<file path="src/rtl/hazard_ctrl_unit.sv">
// Pipeline hazard controller: EX forwarding, load-use stalls, D-miss freeze, redirect drain, sticky halt.
// Optional performance counters are built when HAZARD_PERF_EN is defined.
module hazard_ctrl_unit #(
  parameter int unsigned NFWD     = 2,
  parameter int unsigned LOAD_LAT = 1,
  parameter int unsigned SELW     = $clog2(NFWD + 1)
) (
  input  logic                   CLK,
  input  logic                   nRST,
  input  logic [4:0]             rs,
  input  logic [4:0]             rt,
  input  logic [4:0]             ex_wsel,
  input  logic                   ex_memread,
  input  logic [5*NFWD-1:0]      fwd_wsel,
  input  logic [NFWD-1:0]        fwd_regwr,
  input  logic [1:0]             PCSrc,
  input  logic                   ihit,
  input  logic                   dhit,
  input  logic                   mem_dren,
  input  logic                   mem_dwen,
  input  logic                   halt,
  output logic                   pc_en,
  output logic                   ifid_en,
  output logic                   idex_en,
  output logic                   exmem_en,
  output logic                   memwb_en,
  output logic                   ifid_flush,
  output logic                   idex_flush,
  output logic [SELW-1:0]        fwd_sel_a,
  output logic [SELW-1:0]        fwd_sel_b,
  output logic                   halted,
  output logic [31:0]            perf_stall,
  output logic [31:0]            perf_flush
);

  localparam logic [2:0] ST_RUN     = 3'd0;
  localparam logic [2:0] ST_LDSTALL = 3'd1;
  localparam logic [2:0] ST_MEMWAIT = 3'd2;
  localparam logic [2:0] ST_DRAIN   = 3'd3;
  localparam logic [2:0] ST_HALT    = 3'd4;

  localparam logic [2:0] LD_CNT = 3'(LOAD_LAT - 1);

  logic [2:0] state_q, state_d;
  logic [2:0] cnt_q, cnt_d;
  logic [2:0] ret_q, ret_d;
  logic [2:0] eff_state;

  logic freeze, load_use, redirect;
  logic pc_en_n, ifid_en_n, idex_en_n, exmem_en_n, memwb_en_n;
  logic ifid_flush_n, idex_flush_n;
  logic [SELW-1:0] sel_a_n, sel_b_n;

  assign freeze   = (mem_dren | mem_dwen) & ~dhit;
  assign load_use = ex_memread & (ex_wsel != 5'd0) & ((ex_wsel == rs) | (ex_wsel == rt));

  // Scan oldest to youngest so the youngest matching source wins.
  always_comb begin
    sel_a_n = '0;
    sel_b_n = '0;
    for (int i = int'(NFWD) - 1; i >= 0; i--) begin
      if (fwd_regwr[i] && (fwd_wsel[5*i +: 5] != 5'd0)) begin
        if (fwd_wsel[5*i +: 5] == rs) sel_a_n = SELW'(i + 1);
        if (fwd_wsel[5*i +: 5] == rt) sel_b_n = SELW'(i + 1);
      end
    end
  end

  always_ff @(posedge CLK or negedge nRST) begin
    if (!nRST) begin
      state_q <= ST_RUN;
      cnt_q   <= 3'd0;
      ret_q   <= ST_RUN;
    end else begin
      state_q <= state_d;
      cnt_q   <= cnt_d;
      ret_q   <= ret_d;
    end
  end

  // Leaving MEMWAIT evaluates the saved state's behaviour in the dhit cycle itself.
  assign eff_state = (state_q == ST_MEMWAIT) ? ret_q : state_q;

  always_comb begin
    state_d      = state_q;
    cnt_d        = cnt_q;
    ret_d        = ret_q;
    pc_en_n      = 1'b0;
    ifid_en_n    = 1'b0;
    idex_en_n    = 1'b0;
    exmem_en_n   = 1'b0;
    memwb_en_n   = 1'b0;
    ifid_flush_n = 1'b0;
    idex_flush_n = 1'b0;
    redirect     = 1'b0;
    if (state_q == ST_HALT) begin
      state_d = ST_HALT;
    end else if (freeze) begin
      state_d = ST_MEMWAIT;
      if (state_q != ST_MEMWAIT) ret_d = state_q;
    end else if (halt) begin
      state_d = ST_HALT;
    end else begin
      state_d = eff_state;
      case (eff_state)
        ST_RUN: begin
          idex_en_n  = 1'b1;
          exmem_en_n = 1'b1;
          memwb_en_n = 1'b1;
          if (PCSrc != 2'd0) begin
            redirect     = 1'b1;
            pc_en_n      = 1'b1;
            ifid_en_n    = 1'b1;
            ifid_flush_n = 1'b1;
            idex_flush_n = 1'b1;
            if (!ihit) state_d = ST_DRAIN;
          end else if (load_use) begin
            idex_flush_n = 1'b1;
            if (LOAD_LAT > 1) begin
              state_d = ST_LDSTALL;
              cnt_d   = LD_CNT;
            end
          end else begin
            ifid_en_n    = 1'b1;
            pc_en_n      = ihit;
            ifid_flush_n = ~ihit;
          end
        end
        ST_LDSTALL: begin
          idex_en_n    = 1'b1;
          exmem_en_n   = 1'b1;
          memwb_en_n   = 1'b1;
          idex_flush_n = 1'b1;
          cnt_d        = cnt_q - 3'd1;
          if (cnt_q <= 3'd1) begin
            state_d = ST_RUN;
            cnt_d   = 3'd0;
          end
        end
        ST_DRAIN: begin
          ifid_en_n    = 1'b1;
          idex_en_n    = 1'b1;
          exmem_en_n   = 1'b1;
          memwb_en_n   = 1'b1;
          ifid_flush_n = 1'b1;
          if (ihit) state_d = ST_RUN;
        end
        default: state_d = ST_RUN;
      endcase
    end
  end

  // Outputs are forced quiet asynchronously while reset is held.
  assign pc_en      = nRST & pc_en_n;
  assign ifid_en    = nRST & ifid_en_n;
  assign idex_en    = nRST & idex_en_n;
  assign exmem_en   = nRST & exmem_en_n;
  assign memwb_en   = nRST & memwb_en_n;
  assign ifid_flush = nRST & ifid_flush_n;
  assign idex_flush = nRST & idex_flush_n;
  assign fwd_sel_a  = nRST ? sel_a_n : '0;
  assign fwd_sel_b  = nRST ? sel_b_n : '0;
  assign halted     = nRST & (state_q == ST_HALT);

`ifdef HAZARD_PERF_EN
  logic [31:0] perf_stall_q, perf_flush_q;

  always_ff @(posedge CLK or negedge nRST) begin
    if (!nRST) begin
      perf_stall_q <= 32'd0;
      perf_flush_q <= 32'd0;
    end else begin
      if (!pc_en && !halted && (perf_stall_q != 32'hFFFF_FFFF)) perf_stall_q <= perf_stall_q + 32'd1;
      if (redirect && (perf_flush_q != 32'hFFFF_FFFF)) perf_flush_q <= perf_flush_q + 32'd1;
    end
  end

  assign perf_stall = perf_stall_q;
  assign perf_flush = perf_flush_q;
`else
  logic unused_perf;
  assign unused_perf = redirect;
  assign perf_stall  = 32'd0;
  assign perf_flush  = 32'd0;
`endif

endmodule

</file>
<file path="config.mk">
export PLATFORM = sky130hd
export DESIGN_NAME = hazard_ctrl_unit
export DESIGN_NICKNAME = d
export VERILOG_FILES = /design/src/rtl/hazard_ctrl_unit.sv
export SDC_FILE = /design/constraint.sdc
export NUM_CORES = 1
export LEC_CHECK = 0
export CORE_UTILIZATION = 32
export DETAILED_ROUTE_END_ITERATION = 8
export GPL_ROUTABILITY_DRIVEN = 0
export GPL_TIMING_DRIVEN = 0
export PLACE_DENSITY = 0.88
export SYNTH_ARGS = -nofsm -noshare
export SYNTH_HDL_FRONTEND = slang
export SYNTH_SLANG_ARGS = --single-unit
</file>
<file path="constraint.sdc">
create_clock -name CLK -period 2.6 [get_ports CLK]
set_input_delay 0.78 -clock CLK [delete_from_list [all_inputs] [get_ports CLK]]
set_output_delay 0.78 -clock CLK [all_outputs]
set_load 0.005 [all_outputs]
</file>
==> results.sh, run 1 <==
export IMPL_stdcell_count=392
export IMPL_vias=1588
export IMPL_worstPathBufferInverterCount=2
export IMPL_violated_checks="setup timing"
export IMPL_setup_worst_path_class="input pin to output port"
export IMPL_max_slew_worst_pin_slew_ns=0.560
export IMPL_p_per_area_nw_per_um2=321
export IMPL_most_instantiated_library_cell_after_synthesis="sky130_fd_sc_hd__buf_4"
export IMPL_holdCritPathClass="input pin to asynchronous set/reset pin"
export IMPL_drive_above_1_share_pct=45.2
export IMPL_worstSetupStartpointType="input pin"
export IMPL_ant_nets=0
export IMPL_synth_edf_count=0
export IMPL_overflow=0
export IMPL_wl_per_cell_um=10.6
export IMPL_tritoncts_num_buffers=3
export IMPL_postLayoutSetupSlackWorst_ns=-0.322
export IMPL_vdd_drop_max_uv=155
export IMPL_io_pins=113
export IMPL_hpwl_um=3120
export IMPL_drt_pre_antenna_iters=4
export IMPL_rsz0062_at_grt="true"
export IMPL_numPlacedInstances=377
export IMPL_mappedNetlistArea_um2=1590
export IMPL_cts_root_buf="sky130_fd_sc_hd__clkbuf_8"
export IMPL_timing_critical_path_slowest_stage_cell="sky130_fd_sc_hd__or4b_4"
export IMPL_min_period_ns=2.92
export IMPL_finish_net_count=365
export IMPL_setup_violations=10
export IMPL_regArea_um2=225
export IMPL_buffer_ports_inserted=48
export IMPL_post_synth_top_area_fraction_pct=32.2
export IMPL_ys_seq_area_share_pct=14.2
export IMPL_ys_types=42
export IMPL_synth_commonest_cells="68 x sky130_fd_sc_hd__buf_4, 21 x sky130_fd_sc_hd__xor2_1, 10 x sky130_fd_sc_hd__nor2_1, 10 x sky130_fd_sc_hd__xnor2_1, 9 x sky130_fd_sc_hd__dfrtp_1"
export IMPL_timing_fmax_ghz=0.342
export IMPL_finalCritPeriodShare_pct=112
export IMPL_leakagePower_uw=0.00138
export IMPL_antenna_diode_count=0
export IMPL_postSynthCellCount=199
export IMPL_viasPerCell=4.05
export IMPL_floorplan_die_area_um2=5250
export IMPL_crit_path_largest_cell_delay_ns=0.57
export IMPL_async_reset_ff_share_pct=100
export IMPL_grt_max_degree=16
export IMPL_cts_sink_count=9
export IMPL_synth_warnings=0
export IMPL_outcome="finished, violations left"
export IMPL_post_route_drc_count=0
export IMPL_clock_tree_buffer_depth=2
export IMPL_worstSkewPairLatency_ns=0.23
export IMPL_antenna_found_initial=0
export IMPL_fin_skew_ns=0.00326
export IMPL_postSynthRegisterBits=9
export IMPL_number_of_global_route_vias_before_repair=1481
export IMPL_timing_critical_path_required_ns=1.82
export IMPL_postSynthAreaPerCell_um2=7.98
export IMPL_synth_area_leader_cell="sky130_fd_sc_hd__buf_4"
export IMPL_crit_path_cell_trace="buf_6, o21ba_4, or4b_4, o41ai_2, buf_2"
export IMPL_dieWidth_um=72.4
export IMPL_num_rows=25
export IMPL_max_slew_violations=0
export IMPL_ys_dominant_reg_cell="sky130_fd_sc_hd__dfrtp_1"
export IMPL_report_final_hold_viol_count=0
export IMPL_placeableCoreArea_um2=4750
export IMPL_synth_area_top_cells="sky130_fd_sc_hd__buf_4 32%, sky130_fd_sc_hd__dfrtp_1 14%, sky130_fd_sc_hd__xor2_1 12%"
export IMPL_cts_htree_levels=1
export IMPL_wl_um=4140
export IMPL_syn2layout_area_growth_pct=63.3
export IMPL_drt_iter0_markers=102
export IMPL_multi_input_comb_area_um2=1210
export IMPL_cts_tree="done"
export IMPL_grt_pass1_wl_um=6440
export IMPL_critPathArrivalTime_ns=2.14
export IMPL_slew_headroom_pct=62.7
export IMPL_critical_path_top_delay_family="simple AND/OR/NAND/NOR gates"
export IMPL_cts_clk_slew_worst_paths_ns=0.05
export IMPL_end_kind="output port"
export IMPL_start_util_pct=33.4
export IMPL_fillers=428
export IMPL_cap_violations=0
export IMPL_grt_use_total_pct=15.4
export IMPL_fin_setup_tns_ns=-2.15
export IMPL_crit_path_max_fanout=6
export IMPL_die_y_um=72.4
timing repair:
action                                  CTS  global route
buffers inserted                          8             7
hold buffers                              0             0
pin swaps                                22            22
gates resized for setup                 155            53
endpoints found under the setup margin   12            11
cell type report:
type	instances	area share, %
multi-input combinational	181	46.6
timing repair buffer	61	19.8
buffer	68	19.7
sequential	9	8.69
tap	67	3.23
clock buffer	4	1.74
inverter	2	0.290
final timing paths:
kind / startpoint / endpoint / slack, ns / cells past startpoint
worst min-delay path: nRST / cnt_q[0] / 0.34 / 1
worst max-delay path: mem_dren / ifid_flush / -0.32 / 5
worst max register to register: state_q[2] / cnt_q[2] / 0.92 / 4
worst min register to register: cnt_q[2] / cnt_q[2] / 0.53 / 1
max in group asynchronous: nRST / ret_q[1] / 2.13 / 1
min in group CLK: cnt_q[2] / cnt_q[2] / 0.53 / 1
report_power, final:
part           leakage, µW  total [µW]  switching, µW  internal [µW]
combinational      0.00124         474            230            244
sequential        0.000115         195           27.2            167
clock            0.0000228         163           56.2            107
total              0.00138         831            313            518
layout by cell type (no fill, tap or decap), types with 3 or more instances in the layout:
cell type	instances
sky130_fd_sc_hd__buf_8	7
sky130_fd_sc_hd__buf_2	15
sky130_fd_sc_hd__nor3_1	4
sky130_fd_sc_hd__nand3_1	4
sky130_fd_sc_hd__conb_1	64
sky130_fd_sc_hd__nor2_1	9
sky130_fd_sc_hd__a21oi_1	3
sky130_fd_sc_hd__o21ai_0	6
sky130_fd_sc_hd__or4_1	3
sky130_fd_sc_hd__nand2_1	7
sky130_fd_sc_hd__clkdlybuf4s50_1	6
sky130_fd_sc_hd__dlygate4sd2_1	3
sky130_fd_sc_hd__and2_1	3
sky130_fd_sc_hd__buf_6	10
sky130_fd_sc_hd__clkbuf_8	3
sky130_fd_sc_hd__xnor2_1	9
sky130_fd_sc_hd__buf_4	75
sky130_fd_sc_hd__clkbuf_2	9
sky130_fd_sc_hd__nor2b_1	6
sky130_fd_sc_hd__nor4_2	3
sky130_fd_sc_hd__dfrtp_1	9
sky130_fd_sc_hd__xor2_1	20
flip-flops by register name, summed over array words and instances, names as in the netlist:
signal and count:
cnt_q 3, ret_q 3, state_q 3
metal layers:
layer | part of all wire, % | global-route usage, % | vias up
li1 | - | - | 799
met1 | 37 | 16.3 | 695
met2 | 53 | 30.9 | 83
met3 | 7.3 | 1.25 | 11
met4 | 2.8 | 6.32 | 0
met5 | 0 | 0 | -
per-stage QoR:
| stage | total power, µW | instance area (µm²) | setup slack (ns) | hold WS, ns | util (%) |
|---|---|---|---|---|---|
| 6_report | 831 | 2590 | -0.322 | 0.337 | 54.5 |
| 5_1_grt | 894 | 2590 | -0.363 | 0.342 | 54.5 |
| 4_1_cts | 801 | 2540 | -0.372 | 0.434 | 53.3 |
| 3_5_place_dp | 615 | 2390 | -1.46 | 0.524 | 50.2 |
| 3_3_place_gp | 599 | 2390 | -1.45 | 0.512 | 50.2 |
| 2_1_floorplan | 475 | 1820 | -0.108 | 0.484 | - |
cells by family after synthesis:
kind of cell	Yosys count	share of synthesized area, %
AO/OA/AOI/OAI	29	13.4
XOR/XNOR	31	17.1
adder cells (fa/ha/maj)	2	1.58
buffers and inverters	72	33.2
flip-flops	9	14.2
multiplexers	1	0.709
other	1	0.236
AND/OR/NAND/NOR	54	19.6
worst register-to-register path: cells and delay by family, from the launching register on:
kind          cells  cell delay [ns]
buf+inv           1             0.27
flops             1             0.37
simple gates      2             0.65
mux               1             0.28
(Power assumes the default switching activity.)
==> run 2: changes to the inputs <==
CORE_MARGIN = 5   (was not set)
==> results.sh, run 2 (synthesized netlist as in run 1, its figures left out) <==
export IMPL_timing_critical_path_required_ns=1.82
export IMPL_setup_violations=11
export IMPL_wl_per_cell_um=11.8
export IMPL_design_power_total_uw=839
export IMPL_dieWidth_um=80.4
export IMPL_number_of_global_route_vias_before_repair=1569
export IMPL_syn2layout_area_growth_pct=60.7
export IMPL_buffer_ports_inserted=48
export IMPL_cts_htree_levels=1
export IMPL_r2r_slack_ns=0.91
export IMPL_most_common_cell_after_layout_fill_and_taps_aside="sky130_fd_sc_hd__buf_4"
export IMPL_post_route_drc_count=0
export IMPL_num_rows=25
export IMPL_antenna_diode_count=0
export IMPL_post_route_utilization_pct=53.3
export IMPL_placeableCoreArea_um2=4790
export IMPL_cts_clk_slew_worst_paths_ns=0.05
export IMPL_min_period_ns=2.83
export IMPL_holdCritPathClass="input pin to asynchronous set/reset pin"
export IMPL_violated_checks="setup timing"
export IMPL_clock_tree_buffer_depth=2
export IMPL_grt_pass1_wl_um=6930
export IMPL_finish_net_count=360
export IMPL_outcome="finished, violations left"
export IMPL_slew_headroom_pct=61.1
export IMPL_start_util_pct=33.2
export IMPL_r2r_end="cnt_q[2]"
export IMPL_max_slew_violations=0
export IMPL_cts_root_buf="sky130_fd_sc_hd__clkbuf_8"
export IMPL_vdd_drop_max_uv=146
export IMPL_worstSetupStartpointType="input pin"
export IMPL_layout_top_registers="cnt_q x3, ret_q x3, state_q x3"
export IMPL_cap_violations=0
export IMPL_leakagePower_uw=0.00136
export IMPL_report_final_hold_viol_count=0
export IMPL_cts_tree="done"
export IMPL_io_pins=113
export IMPL_r2r_cells=4
export IMPL_tritoncts_num_buffers=3
export IMPL_drt_iter0_markers=118
export IMPL_max_slew_worst_pin_slew_ns=0.583
export IMPL_antenna_found_initial=0
export IMPL_grt_max_degree=16
export IMPL_end_kind="output port"
export IMPL_p_per_area_nw_per_um2=329
export IMPL_grt_use_total_pct=13.3
export IMPL_drt_pre_antenna_iters=4
export IMPL_ant_nets=0
export IMPL_fin_skew_ns=0.00466
export IMPL_fillers=439
export IMPL_worstSkewPairLatency_ns=0.24
export IMPL_hpwl_um=3710
export IMPL_postLayoutSetupSlackWorst_ns=-0.228
export IMPL_crit_reg2reg_launch="state_q[2]"
export IMPL_rsz0062_at_grt="true"
export IMPL_vias=1593
export IMPL_layout_cells_most_common_list="72 x sky130_fd_sc_hd__buf_4, 64 x sky130_fd_sc_hd__conb_1, 21 x sky130_fd_sc_hd__xor2_1"
export IMPL_setup_worst_path_class="input pin to output port"
export IMPL_worst_hold_slack_ns=0.344
export IMPL_worst_setup_path_startpoint="ex_wsel[1]"
export IMPL_timing_fmax_ghz=0.354
export IMPL_wl_um=4570
export IMPL_die_y_um=80.4
export IMPL_viasPerCell=4.12
export IMPL_cts_sink_count=9
export IMPL_finalCritPeriodShare_pct=109
export IMPL_crit_path_max_fanout=4
export IMPL_critPathArrivalTime_ns=2.05
export IMPL_drive_above_1_share_pct=44.1
export IMPL_overflow=0
export IMPL_floorplan_die_area_um2=6470
[run 2: changes by cell type in the layout (fill, tap and decap cells not counted), sizes merged]
| cell | change |
|---|---|
| dlymetal6s2s | +1 |
| clkinv | +1 |
| clkdlybuf4s15 | -2 |
| clkdlybuf4s50 | -1 |
| clkbuf | -1 |
| buf | -3 |
[run 2: through the flow]
stage	setup WS (ns)	cell area, µm²	setup TNS, ns	instances
5_1_grt	-0.266	2550	-2.35	387
4_1_cts	-0.377	2440	-2.41	385
3_3_place_gp	-1.42	2390	-12.42	377
3_5_place_dp	-1.42	2390	-12.59	377
6_report	-0.228	2550	-1.88	387
2_1_floorplan	-0.108	1820	-0.285	262
[run 2: where the power goes]
group,internal (µW),switching [µW],total (µW)
Clock,105,61.4,166
Sequential,167,27.9,195
Combinational,243,235,478
[run 2: final cells by class]
class | count | area, µm² | area share (%)
buffer | 69 | 522 | 20.5
clock buffer | 3 | 41.3 | 1.62
clock inverter | 1 | 5.00 | 0.196
inverter | 2 | 7.51 | 0.294
multi-input combinational | 181 | 1210 | 47.4
sequential | 9 | 225 | 8.83
tap | 67 | 83.8 | 3.29
timing repair buffer | 55 | 458 | 17.9
[run 2: critical path, cell delays in order]
cell	delay, ns
sky130_fd_sc_hd__buf_8	0.09
sky130_fd_sc_hd__or4_4	0.54
sky130_fd_sc_hd__o21ai_4	0.16
sky130_fd_sc_hd__a21oi_4	0.06
sky130_fd_sc_hd__o41ai_2	0.26
sky130_fd_sc_hd__buf_2	0.16
[run 2: how the worst max path moves through the flow]
stage	end	slack [ns]	cells after the start
detailed placement	fwd_sel_a[1]	-1.42	5
global route	ifid_flush	-0.27	6
finish	ifid_flush	-0.23	6
global placement	fwd_sel_a[1]	-1.42	5
CTS	ifid_flush	-0.38	6
floorplan	ifid_flush	-0.11	4
[run 2: timing repair]
item	in CTS	in global routing
hold buffers	0	0
hold endpoints to repair	0	0
endpoints found under the setup margin	12	12
gates resized for setup	148	59
pin swaps	20	22
gates cloned	0	0
buffers inserted	4	3
[run 2: metal layers]
layer  part of all wire, %  vias to the layer above  global-route usage, %
met1                    34                      716                   13.5
li1                      -                      788                      -
met4                   2.9                        0                   6.08
met3                   7.2                       12                   1.79
met5                     0                        -                      0
met2                    56                       77                   26.5
